[src/rtl/mem_arbiter.sv]
// Two-port memory arbiter: grants whole accesses to port A (CPU) or port B (loader/DMA),
// drives the single memory port and returns a one-cycle ack with registered read data.
module mem_arbiter #(
   parameter int DATA_WIDTH     = 32,
   parameter int ADDR_WIDTH     = 32,
   parameter int MEM_LATENCY    = 1,
   parameter int FIXED_PRIORITY = 0
) (
   input  logic                  clk,
   input  logic                  rst,
   input  logic                  i_a_req,
   input  logic                  i_a_we,
   input  logic [ADDR_WIDTH-1:0] i_a_addr,
   input  logic [DATA_WIDTH-1:0] i_a_wdata,
   output logic                  o_a_ack,
   output logic [DATA_WIDTH-1:0] o_a_rdata,
   input  logic                  i_b_req,
   input  logic                  i_b_we,
   input  logic [ADDR_WIDTH-1:0] i_b_addr,
   input  logic [DATA_WIDTH-1:0] i_b_wdata,
   output logic                  o_b_ack,
   output logic [DATA_WIDTH-1:0] o_b_rdata,
   output logic [1:0]            o_mem_op,
   output logic [ADDR_WIDTH-1:0] o_mem_addr,
   output logic [DATA_WIDTH-1:0] o_mem_wdata,
   input  logic [DATA_WIDTH-1:0] i_mem_rdata,
   output logic                  o_busy,
   output logic                  o_grant_b
);

   typedef enum logic [1:0] {
      IDLE  = 2'd0,
      ISSUE = 2'd1,
      WAIT  = 2'd2,
      RESP  = 2'd3
   } state_e;

   localparam logic [1:0] OP_IDLE  = 2'd0;
   localparam logic [1:0] OP_READ  = 2'd1;
   localparam logic [1:0] OP_WRITE = 2'd2;
   localparam logic [3:0] LAT_CNT  = 4'(MEM_LATENCY);

   state_e                r_state;
   state_e                w_stateNext;

   logic                  r_we;
   logic                  r_grantB;
   logic                  r_lastGrantB;
   logic [3:0]            r_cnt;
   logic [1:0]            r_memOp;
   logic [ADDR_WIDTH-1:0] r_memAddr;
   logic [DATA_WIDTH-1:0] r_memWdata;
   logic                  r_aAck;
   logic                  r_bAck;
   logic [DATA_WIDTH-1:0] r_aRdata;
   logic [DATA_WIDTH-1:0] r_bRdata;
   logic                  r_busy;

   logic                  w_anyReq;
   logic                  w_grantB;
   logic                  w_winnerWe;
   logic                  w_latDone;
   logic                  w_load;
   logic                  w_capture;
   logic [1:0]            w_memOpNext;
   logic                  w_aAckNext;
   logic                  w_bAckNext;
   logic                  w_busyNext;

   assign w_anyReq   = i_a_req | i_b_req;
   assign w_winnerWe = w_grantB ? i_b_we : i_a_we;
   assign w_latDone  = (r_cnt == LAT_CNT);

   // On a tie, round-robin hands the grant to whichever port did not own the last access
   always_comb begin
      w_grantB = 1'b0;
      if (i_b_req && !i_a_req) begin
         w_grantB = 1'b1;
      end else if (i_a_req && i_b_req) begin
         w_grantB = (FIXED_PRIORITY != 0) ? 1'b0 : !r_lastGrantB;
      end
   end

   always_ff @(posedge clk) begin
      if (rst) begin
         r_state <= IDLE;
      end else begin
         r_state <= w_stateNext;
      end
   end

   always_comb begin
      w_stateNext = r_state;
      case (r_state)
         IDLE: begin
            if (w_anyReq) begin
               w_stateNext = ISSUE;
            end
         end
         ISSUE: begin
            w_stateNext = WAIT;
         end
         WAIT: begin
            if (w_latDone) begin
               w_stateNext = RESP;
            end
         end
         RESP: begin
            w_stateNext = IDLE;
         end
         default: begin
            w_stateNext = IDLE;
         end
      endcase
   end

   // Outputs are registered, so these are the values they take in the next state
   always_comb begin
      w_memOpNext = OP_IDLE;
      w_aAckNext  = 1'b0;
      w_bAckNext  = 1'b0;
      w_load      = 1'b0;
      w_capture   = 1'b0;
      w_busyNext  = (w_stateNext != IDLE);
      case (r_state)
         IDLE: begin
            if (w_anyReq) begin
               w_load      = 1'b1;
               w_memOpNext = w_winnerWe ? OP_WRITE : OP_READ;
            end
         end
         WAIT: begin
            if (w_latDone) begin
               w_capture  = !r_we;
               w_aAckNext = !r_grantB;
               w_bAckNext = r_grantB;
            end
         end
         default: begin
         end
      endcase
   end

   always_ff @(posedge clk) begin
      if (rst) begin
         r_we         <= 1'b0;
         r_grantB     <= 1'b0;
         r_lastGrantB <= 1'b1;
         r_cnt        <= 4'd0;
         r_memOp      <= OP_IDLE;
         r_memAddr    <= '0;
         r_memWdata   <= '0;
         r_aAck       <= 1'b0;
         r_bAck       <= 1'b0;
         r_aRdata     <= '0;
         r_bRdata     <= '0;
         r_busy       <= 1'b0;
      end else begin
         r_memOp <= w_memOpNext;
         r_aAck  <= w_aAckNext;
         r_bAck  <= w_bAckNext;
         r_busy  <= w_busyNext;

         if (w_load) begin
            r_we         <= w_winnerWe;
            r_grantB     <= w_grantB;
            r_lastGrantB <= w_grantB;
            r_memAddr    <= w_grantB ? i_b_addr  : i_a_addr;
            r_memWdata   <= w_grantB ? i_b_wdata : i_a_wdata;
         end

         if (r_state == ISSUE) begin
            r_cnt <= 4'd1;
         end else if (r_state == WAIT && !w_latDone) begin
            r_cnt <= r_cnt + 4'd1;
         end

         if (w_capture) begin
            if (r_grantB) begin
               r_bRdata <= i_mem_rdata;
            end else begin
               r_aRdata <= i_mem_rdata;
            end
         end
      end
   end

   assign o_a_ack     = r_aAck;
   assign o_b_ack     = r_bAck;
   assign o_a_rdata   = r_aRdata;
   assign o_b_rdata   = r_bRdata;
   assign o_mem_op    = r_memOp;
   assign o_mem_addr  = r_memAddr;
   assign o_mem_wdata = r_memWdata;
   assign o_busy      = r_busy;
   assign o_grant_b   = r_grantB;

endmodule

[config.mk]
export PLATFORM = sky130hd
export DESIGN_NAME = mem_arbiter
export DESIGN_NICKNAME = d
export VERILOG_FILES = /design/src/rtl/mem_arbiter.sv
export SDC_FILE = /design/constraint.sdc
export NUM_CORES = 1
export LEC_CHECK = 0
export CAP_MARGIN = 20
export CORE_AREA = 2 2 145 147
export DETAILED_ROUTE_END_ITERATION = 12
export DIE_AREA = 0 0 147 149
export GPL_TIMING_DRIVEN = 0
export MAX_ROUTING_LAYER = met4
export PLACE_DENSITY_LB_ADDON = 0.12
export SLEW_MARGIN = 0
export SYNTH_ARGS = -nofsm -noshare
export SYNTH_HDL_FRONTEND = slang
export SYNTH_SLANG_ARGS = --single-unit
[constraint.sdc]
create_clock -name clk -period 1.9 [get_ports clk]
set_input_delay 0.38 -clock clk [delete_from_list [all_inputs] [get_ports clk]]
set_output_delay 0.38 -clock clk [all_outputs]
set_load 0.02 [all_outputs]
Yosys cells after proc, flatten, opt, wreduce, memory -nomap -nowiden
Index checks and enable logic that the tools add are counted.

cells by class
  equality and inequality tests = 4
  bitwise operators = 6
  reduce and logical (&&, ||, !) cells = 16
  muxes and demuxes = 15
  add/subtract/negate cells = 1

operators by type and width
  operator             count
  $mux 32              2
  $mux 1               9
  $pmux 2 s4           1
  $mux 2               3
  $reduce_or 3->1      2
  $logic_not 1->1      5
  $not 1->1            5
  $add 4x1->4 const B  1
  $eq 2x2->1 const B   2
  $eq 4x1->1 const B   1
  $reduce_and 2->1     2
  $reduce_bool 2->1    2
  $logic_and 1x1->1    3
  $eq 2x1->1 const B   1
  $logic_not 2->1      1
  $reduce_or 2->1      1
  $or 1x1->1           1

storage, ports and cells
  word-level logic and storage cells = 56
  register bits after elaboration = 142

Logic depth before layout (Yosys ltp)
Gate-level depths: netlist (run 1).

  word-level depth = 5
  mapped depth = 7
  gate-level depth less buffers = 5

Worst setup path after synthesis (run 1)
Ideal clock, no wire load.

  kind = reg-to-reg
  from = register r_state[0]
  to = register r_bRdata[10] (netlist: o_b_rdata[10])
  cell stages (with the launch flop) = 8
  setup slack = 0.146 ns
  arrival = 1.635 ns
  cell sequence = dfxtp_1 > inv_1 > ha_1 > nand3b_4 > or4b_1 > buf_6 > buf_8 > mux2i_1

on the way
  word-level cells in the longest chain between the ends = 3

RTL lines
  element                            line  text
  from (decl)                        43    state_e r_state;
  from (signal assigned)             88    r_state <= w_stateNext;
  $eq 2x2->1                         125   case (r_state)
  $mux 1                             125
  $reduce_and 2->1 (no source line)  --
  to (signal assigned)               180   r_bRdata <= i_mem_rdata;
  to (decl)                          56    logic [DATA_WIDTH-1:0] r_bRdata;

Every way passes these cells.
A chain may end at the register's enable or synchronous reset.

Worst setup path after layout (run 1)
  from = register r_memWdata[20] (netlist: o_mem_wdata[20])
  to = output port o_mem_wdata[20]

RTL lines
  element                 line  text
  from (decl)             52    logic [DATA_WIDTH-1:0] r_memWdata;
  from (signal assigned)  169   r_memWdata <= w_grantB ? i_b_wdata : i_a_wdata;
  to (decl)               25    output logic [DATA_WIDTH-1:0] o_mem_wdata,

No word-level cell between the ends.

==> summary.md, run 1 <==
| Metric | Value |
|---|---|
| # clock sinks | `142` |
| Fmax | `0.543 GHz` |
| Final ANT Viol Nets | `0` |
| Hold-fix buffers, CTS | `0` |
| Die ar. | `21900 um2` |
| Avg Inst Size Synth | `9.07 um2` |
| CP startpoint | `o_mem_wdata[20]` |
| Crit-path leading delay family | `buffers and inverters` |
| Worst Tran Pin Value | `0.633 ns` |
| Critical path data arrival time | `1.46 ns` |
| Critical R2R Capture | `o_b_rdata[4]` |
| Initial Util | `0.293` |
| Crit Path Class | `flip-flop to output port` |
| Pwr/cell area | `1260 nW/um2` |
| Vias | `5725` |
| RSZ-0062 raised after global routing | `yes` |
| Drt wl/cell | `16.5 um` |
| Reg2reg setup slack | `0.10 ns` |
| Cells after Synth | `664` |
| Ys flop type | `dfxtp_1` |
| Gates resized, CTS repair | `13` |
| Critical Path RT | `1.52 ns` |
| Post-synthesis sequential area ratio | `0.472` |
| Hold WC Path Type | `flip-flop to flip-flop` |
| Library cells used by synthesis | `37` |
| HPWL Detailed | `15.8 mm` |
| EDFF count, synth | `0` |
| Slew margin rel. | `0.578` |
| Yosys reg bits | `142` |
| Antenna violations before repair | `0` |
| Initial DRC count | `165` |
| GRT Residual Overflow | `0` |
| Worst path slowest cell | `clkdlybuf4s50_1` |
| Layout cells sized above 1 | `0.0694` |
| N_diodes | `0` |
| TritonCTS clock tree | `yes` |
| Nature of the critical path startpoint | `flip-flop` |
| Drt pass-1 iters | `4` |
| # DRC | `0` |
| WP depth | `1` |
| MaxCap Viol Count | `0` |
| Clock-pin slew on the worst setup and hold paths | `0.06 ns` |
| Post-synth ARST share | `0` |
| Cell area after synthesis | `6020 um2` |
| Crit path capture | `o_mem_wdata[20]` |
| Average vias per placed instance | `4.51` |
| Final worst path period need | `1.84 ns` |
| FF-to-FF Start | `r_cnt[0]` |
| DRT Wirelength | `20.9 mm` |
| # rows | `53` |
| FF-to-FF path depth | `6` |
| Post-CTS Setup Inserts | `0` |
| Tcrit/Tclk final | `0.969` |
| Final setup viols | `0` |
| Fin area | `10100 um2` |
| Max Root-Sink Buffers | `2` |
| Peak VDD IR | `0.725 mV` |
| Cell leakage power | `3.97 nW` |
| Placed instance area | `9350 um2` |
| Final WS setup | `0.0580 ns` |
| Finished Core Util | `0.491` |
| Largest fanout on the critical path | `2` |
| Area Growth Syn to Fin | `67.5%` |
| TritonCTS Buffers | `17` |
| Final Max Tran Viols | `0` |
| Crit end category | `output port` |
| Root buffer cell | `clkbuf_16` |
| Worst Skew | `0.00950 ns` |
| Yosys warning count | `0` |
| First-pass GRT wire length | `32.1 mm` |
| Status | `completed` |
| Final Hold Fails | `0` |
| RD Place Congestion | `0.788` |
| Core area | `20600 um2` |
| Clock latency on the worst-skew pair | `0.42 ns` |
| Syn nets | `836` |
| Io pins | `300` |
| Nets | `1153` |
| Largest net degree at the start of global routing | `17` |
| IO Port Bufs | `298` |
| Power Total | `12.7 mW` |
| Pre-CTS setup slack | `-0.651 ns` |
| Die Y | `149 um` |
| CP Buf/Inv Count | `1` |
| Critical Path, Cell by Cell | `clkdlybuf4s50_1` |
| Vias in the first global route | `5946` |
| Total global-route track usage | `0.195` |
| H-tree depth | `4` |
| CP max stage delay | `0.72 ns` |
| Die Wd | `147 um` |
==> metal layers <==
| layer | track usage | vias to the layer above | part of all wire |
|---|---|---|---|
| met1 | 0.224 | 2589 | 0.42 |
| met3 | 0.0761 | 19 | 0.096 |
| met5 | - | - | 0 |
| met4 | 0.0596 | 0 | 0.017 |
| met2 | 0.315 | 208 | 0.47 |
| li1 | - | 2909 | - |
==> tightest hold or removal path, stage by stage, from the launching register on <==
cell,delay [ns]
dfxtp_1,0.31
nand2b_1,0.06
mux2i_1,0.06
==> where the power goes <==
group	total (mW)	internal [mW]	leakage, nW	switching, mW
clock network	3.82	2.40	0.320	1.42
logic	4.87	2.22	2.49	2.64
registers	4.01	3.63	1.16	0.376
total	12.7	8.25	3.97	4.44
==> per-stage QoR <==
step,setup TNS [ns],cells,hold WS (ns)
after floorplan,0,664,0.483
after global placement,-29.70,1237,0.457
after detailed placement,-30.99,1237,0.460
after CTS,0,1269,0.474
after global routing,-0.00138,1269,0.492
final,0,1269,0.473
==> cells in the mapped netlist (all sizes together), types with 2 or more instances <==
cell / n / share of area
inv: 7 / 0.0044
or4b: 2 / 0.0033
a21oi: 65 / 0.054
nor4: 2 / 0.0031
dfxtp: 142 / 0.47
nand2: 66 / 0.041
a31oi: 2 / 0.0021
a211oi: 67 / 0.084
nor3b: 2 / 0.0025
ha: 6 / 0.012
o21ai: 4 / 0.0033
or3: 2 / 0.0021
nand2b: 97 / 0.10
clkbuf: 32 / 0.020
buf: 22 / 0.026
mux2i: 65 / 0.11
nor3: 4 / 0.0033
nor2: 66 / 0.041
==> kinds of logic (layout without fill, tap and decap cells) <==
group,count (synthesis),count (layout),share of synthesized area
compound gates,144,144,0.151
xor+xnor,1,1,0.00146
fa+ha+maj,6,6,0.0125
buf+inv,61,391,0.0503
flops,142,142,0.472
mux,65,65,0.108
simple gates,245,245,0.204
==> flip-flops by register name, summed over array words and instances, names as in the netlist <==
name / count
r_cnt: 4
o_a_ack: 1
o_a_rdata: 32
o_b_ack: 1
r_lastGrantB: 1
r_state: 2
o_mem_addr: 32
o_mem_op: 2
o_grant_b: 1
r_we: 1
o_busy: 1
o_b_rdata: 32
o_mem_wdata: 32
==> cell type report <==
cell class	instances	area (um2)
fillers	1997	10500
repair buffers	298	2980
multi-input cells	461	2900
flip-flops and latches	142	2840
clock buffers	18	439
well taps	275	344
plain buffers	54	317
clock inverters	14	229
inverters	7	26.3
==> placed cells by master (no fill, tap or decap), drive strengths merged, types with 2 or more instances in the layout <==
cell type / netlist / layout
nand2: 66 / 66
dfxtp: 142 / 142
clkdlybuf4s50: 0 / 297
clkinv: 0 / 2
bufinv: 0 / 5
a21oi: 65 / 65
or3: 2 / 2
o21ai: 4 / 4
or4b: 2 / 2
buf: 22 / 16
nor3b: 2 / 2
a31oi: 2 / 2
nor2: 66 / 66
clkinvlp: 0 / 2
clkbuf: 32 / 56
nand2b: 97 / 97
inv: 7 / 12
a211oi: 67 / 67
ha: 6 / 6
nor3: 4 / 4
mux2i: 65 / 65
nor4: 2 / 2
==> worst min-delay path by stage <==
| stage | startpoint | end | slack (ns) | depth (start not counted) |
|---|---|---|---|---|
| global placement | o_a_rdata[28] | o_a_rdata[28] | 0.46 | 2 |
| CTS | o_a_rdata[10] | o_a_rdata[10] | 0.47 | 2 |
| floorplan | r_cnt[2] | r_cnt[2] | 0.48 | 2 |
| global route | o_b_rdata[21] | o_b_rdata[21] | 0.49 | 2 |
| finish | o_a_rdata[18] | o_a_rdata[18] | 0.47 | 2 |
| detailed placement | o_a_rdata[18] | o_a_rdata[18] | 0.46 | 2 |
(Power assumes the default switching activity.)
==> inputs of run 2 (changes only) <==
Settings changed: DONT_BUFFER_PORTS set to 1, GPL_ROUTABILITY_DRIVEN set to 0, SLEW_MARGIN 0 to 10.
==> run 2 against run 1 <==
Global-route usage down 1.7 points. Fmax rose by 2.5%. Critical path depth grew 6. Routed wire length is 9.0% lower. Sequential share of layout area up 12 points. First-iteration DRC count is 0.61% lower.
==> summary.md, run 2 (synthesized netlist as in run 1, its figures left out) <==
| Metric | Value |
|---|---|
| Commonest non-fill, non-tap cell in the layout | `dfxtp_1` |
| Largest fanout on the critical path | `10` |
| Min-delay src | `i_a_wdata[1]` |
| Crit Path Class | `flip-flop to flip-flop` |
| Root buffer cell | `clkbuf_16` |
| Slew margin rel. | `0.593` |
| Hold WC Path Type | `input pin to flip-flop` |
| Area Growth Syn to Fin | `17.2%` |
| MaxCap Viol Count | `0` |
| H-tree depth | `4` |
| Nets | `856` |
| CP startpoint | `r_cnt[1]` |
| Worst Hold Path EP | `o_mem_wdata[1]` |
| Reg2reg setup slack | `0.10 ns` |
| Final Hold Fails | `0` |
| P_int | `6.76 mW` |
| Vias | `4892` |
| DRT Wirelength | `19.0 mm` |
| Die Wd | `147 um` |
| GRT Residual Overflow | `0` |
| Clock-pin slew on the worst setup and hold paths | `0.07 ns` |
| Worst Skew | `0.00954 ns` |
| Pwr/cell area | `1560 nW/um2` |
| First-pass GRT wire length | `29.2 mm` |
| Critical path data arrival time | `2.09 ns` |
| # rows | `53` |
| Die ar. | `21900 um2` |
| FF-to-FF path depth | `7` |
| Layout cells sized above 1 | `0.0990` |
| Critical Path RT | `2.20 ns` |
| Antenna violations before repair | `0` |
| Critical R2R Capture | `o_b_rdata[22]` |
| Switch Pwr | `4.23 mW` |
| Crit end category | `flip-flop` |
| Final ANT Viol Nets | `0` |
| Fmax | `0.556 GHz` |
| Hold path cells | `2` |
| RSZ-0062 raised after global routing | `no` |
| Placed instance area | `6360 um2` |
| Final setup viols | `0` |
| Sw Share | `0.385` |
| # DRC | `0` |
| Initial Util | `0.293` |
| TritonCTS Buffers | `17` |
| Core area | `20600 um2` |
| Fin area | `7050 um2` |
| HPWL Detailed | `14.3 mm` |
| Final Max Tran Viols | `0` |
| Io pins | `300` |
| Highest-count cells in the layout ignoring fill and taps | `dfxtp_1, nand2b_1, a211oi_1, nand2_1, nor2_1` |
| Cell leakage power | `2.83 nW` |
| Part of the power in registers | `0.448` |
| Initial DRC count | `164` |
| Comb pwr share | `0.228` |
| Min Hold Slack | `0.0920 ns` |
| TritonCTS clock tree | `yes` |
| IO Port Bufs | `0` |
| N_diodes | `0` |
| Peak VDD IR | `0.684 mV` |
| Nature of the critical path startpoint | `flip-flop` |
| Clock latency on the worst-skew pair | `0.42 ns` |
| Max Root-Sink Buffers | `2` |
| Vias in the first global route | `5155` |
| # clock sinks | `142` |
| Drt pass-1 iters | `4` |
| Average vias per placed instance | `5.03` |
| Final worst path period need | `1.80 ns` |
| Drt wl/cell | `19.6 um` |
| Largest net degree at the start of global routing | `17` |
| Status | `completed` |
| FF-to-FF Start | `r_cnt[1]` |
| Worst Tran Pin Value | `0.610 ns` |
| Clock Power Share | `0.324` |
| Total global-route track usage | `0.177` |
| Tcrit/Tclk final | `0.946` |
| Die Y | `149 um` |
run 2: cell count changes in the layout (fill, tap and decap cells not counted), moves of 2 or more:
cell	change
buf_1	+2
buf_4	+3
bufinv_16	-2
clkbuf_4	-2
clkdlybuf4s50_1	-297
run 2: metrics by stage:
stage                     setup TNS (ns)  worst slack, ns  total power [mW]  cells  utilization
after floorplan                        0            0.146              6.62    664            -
after global placement            -16.40           -0.339              7.34    939        0.310
after detailed placement          -23.61           -0.418              7.41    939        0.310
after CTS                              0          0.00341              11.1    972        0.342
after global routing                   0           0.0146              11.7    972        0.343
final                                  0            0.103              11.0    972        0.343
run 2: worst max-delay path: stages (launching register included):
cell,delay (ns)
dfxtp_1,0.35
inv_1,0.07
ha_2,0.21
nand3b_4,0.11
or4b_1,0.50
buf_6,0.17
buf_12,0.15
mux2i_1,0.12
run 2: area by class of cell:
| class | instances | area, um2 |
|---|---|---|
| Tap cell | 275 | 344 |
| Clock buffer | 19 | 443 |
| Timing Repair Buffer | 1 | 7.51 |
| Multi-Input combinational cell | 461 | 2900 |
| Clock inverter | 13 | 176 |
| Sequential cell | 142 | 2840 |
| Fill cell | 2154 | 13500 |
| Inverter | 7 | 26.3 |
| Buffer | 54 | 309 |
run 2: worst max path at each step:
stage	end	slack (ns)	cells past startpoint
after floorplan	o_b_rdata[10]	0.15	7
after global placement	o_mem_addr[14]	-0.34	7
after CTS	o_b_rdata[22]	0.003	7
after global routing	o_mem_addr[18]	0.01	5
final	o_b_rdata[22]	0.10	7
after detailed placement	o_mem_addr[9]	-0.42	4
run 2: power groups by stage:
stage | sequential (mW) | clock [mW] | combinational [mW]
3_5_place_dp | 4.98 | 0 | 2.42
3_3_place_gp | 4.99 | 0 | 2.35
5_1_grt | 4.99 | 3.79 | 2.90
2_1_floorplan | 4.75 | 0 | 1.86
6_report | 4.92 | 3.56 | 2.51
4_1_cts | 4.93 | 3.65 | 2.48
run 2: layer usage:
layer	track usage	wire length, um	share of wire	vias to the layer above
met2	0.290	9200	0.48	232
met5	-	0	0	-
met3	0.0697	1910	0.10	24
li1	-	-	-	2319
met4	0.0606	350	0.018	0
met1	0.199	7570	0.40	2317
run 2: what timing repair did:
action,in CTS,in global routing
setup buffers,1,0
hold buffers,0,0
pin swaps,1,0
cloned,0,0
setup endpoints to repair,104,114
resized for setup,13,19
==> inputs of run 3 (changes only) <==
Settings changed: CAP_MARGIN 20 to 15.
==> results of run 3 <==
The final DEF is identical to that of run 2; final timing and power are the same.
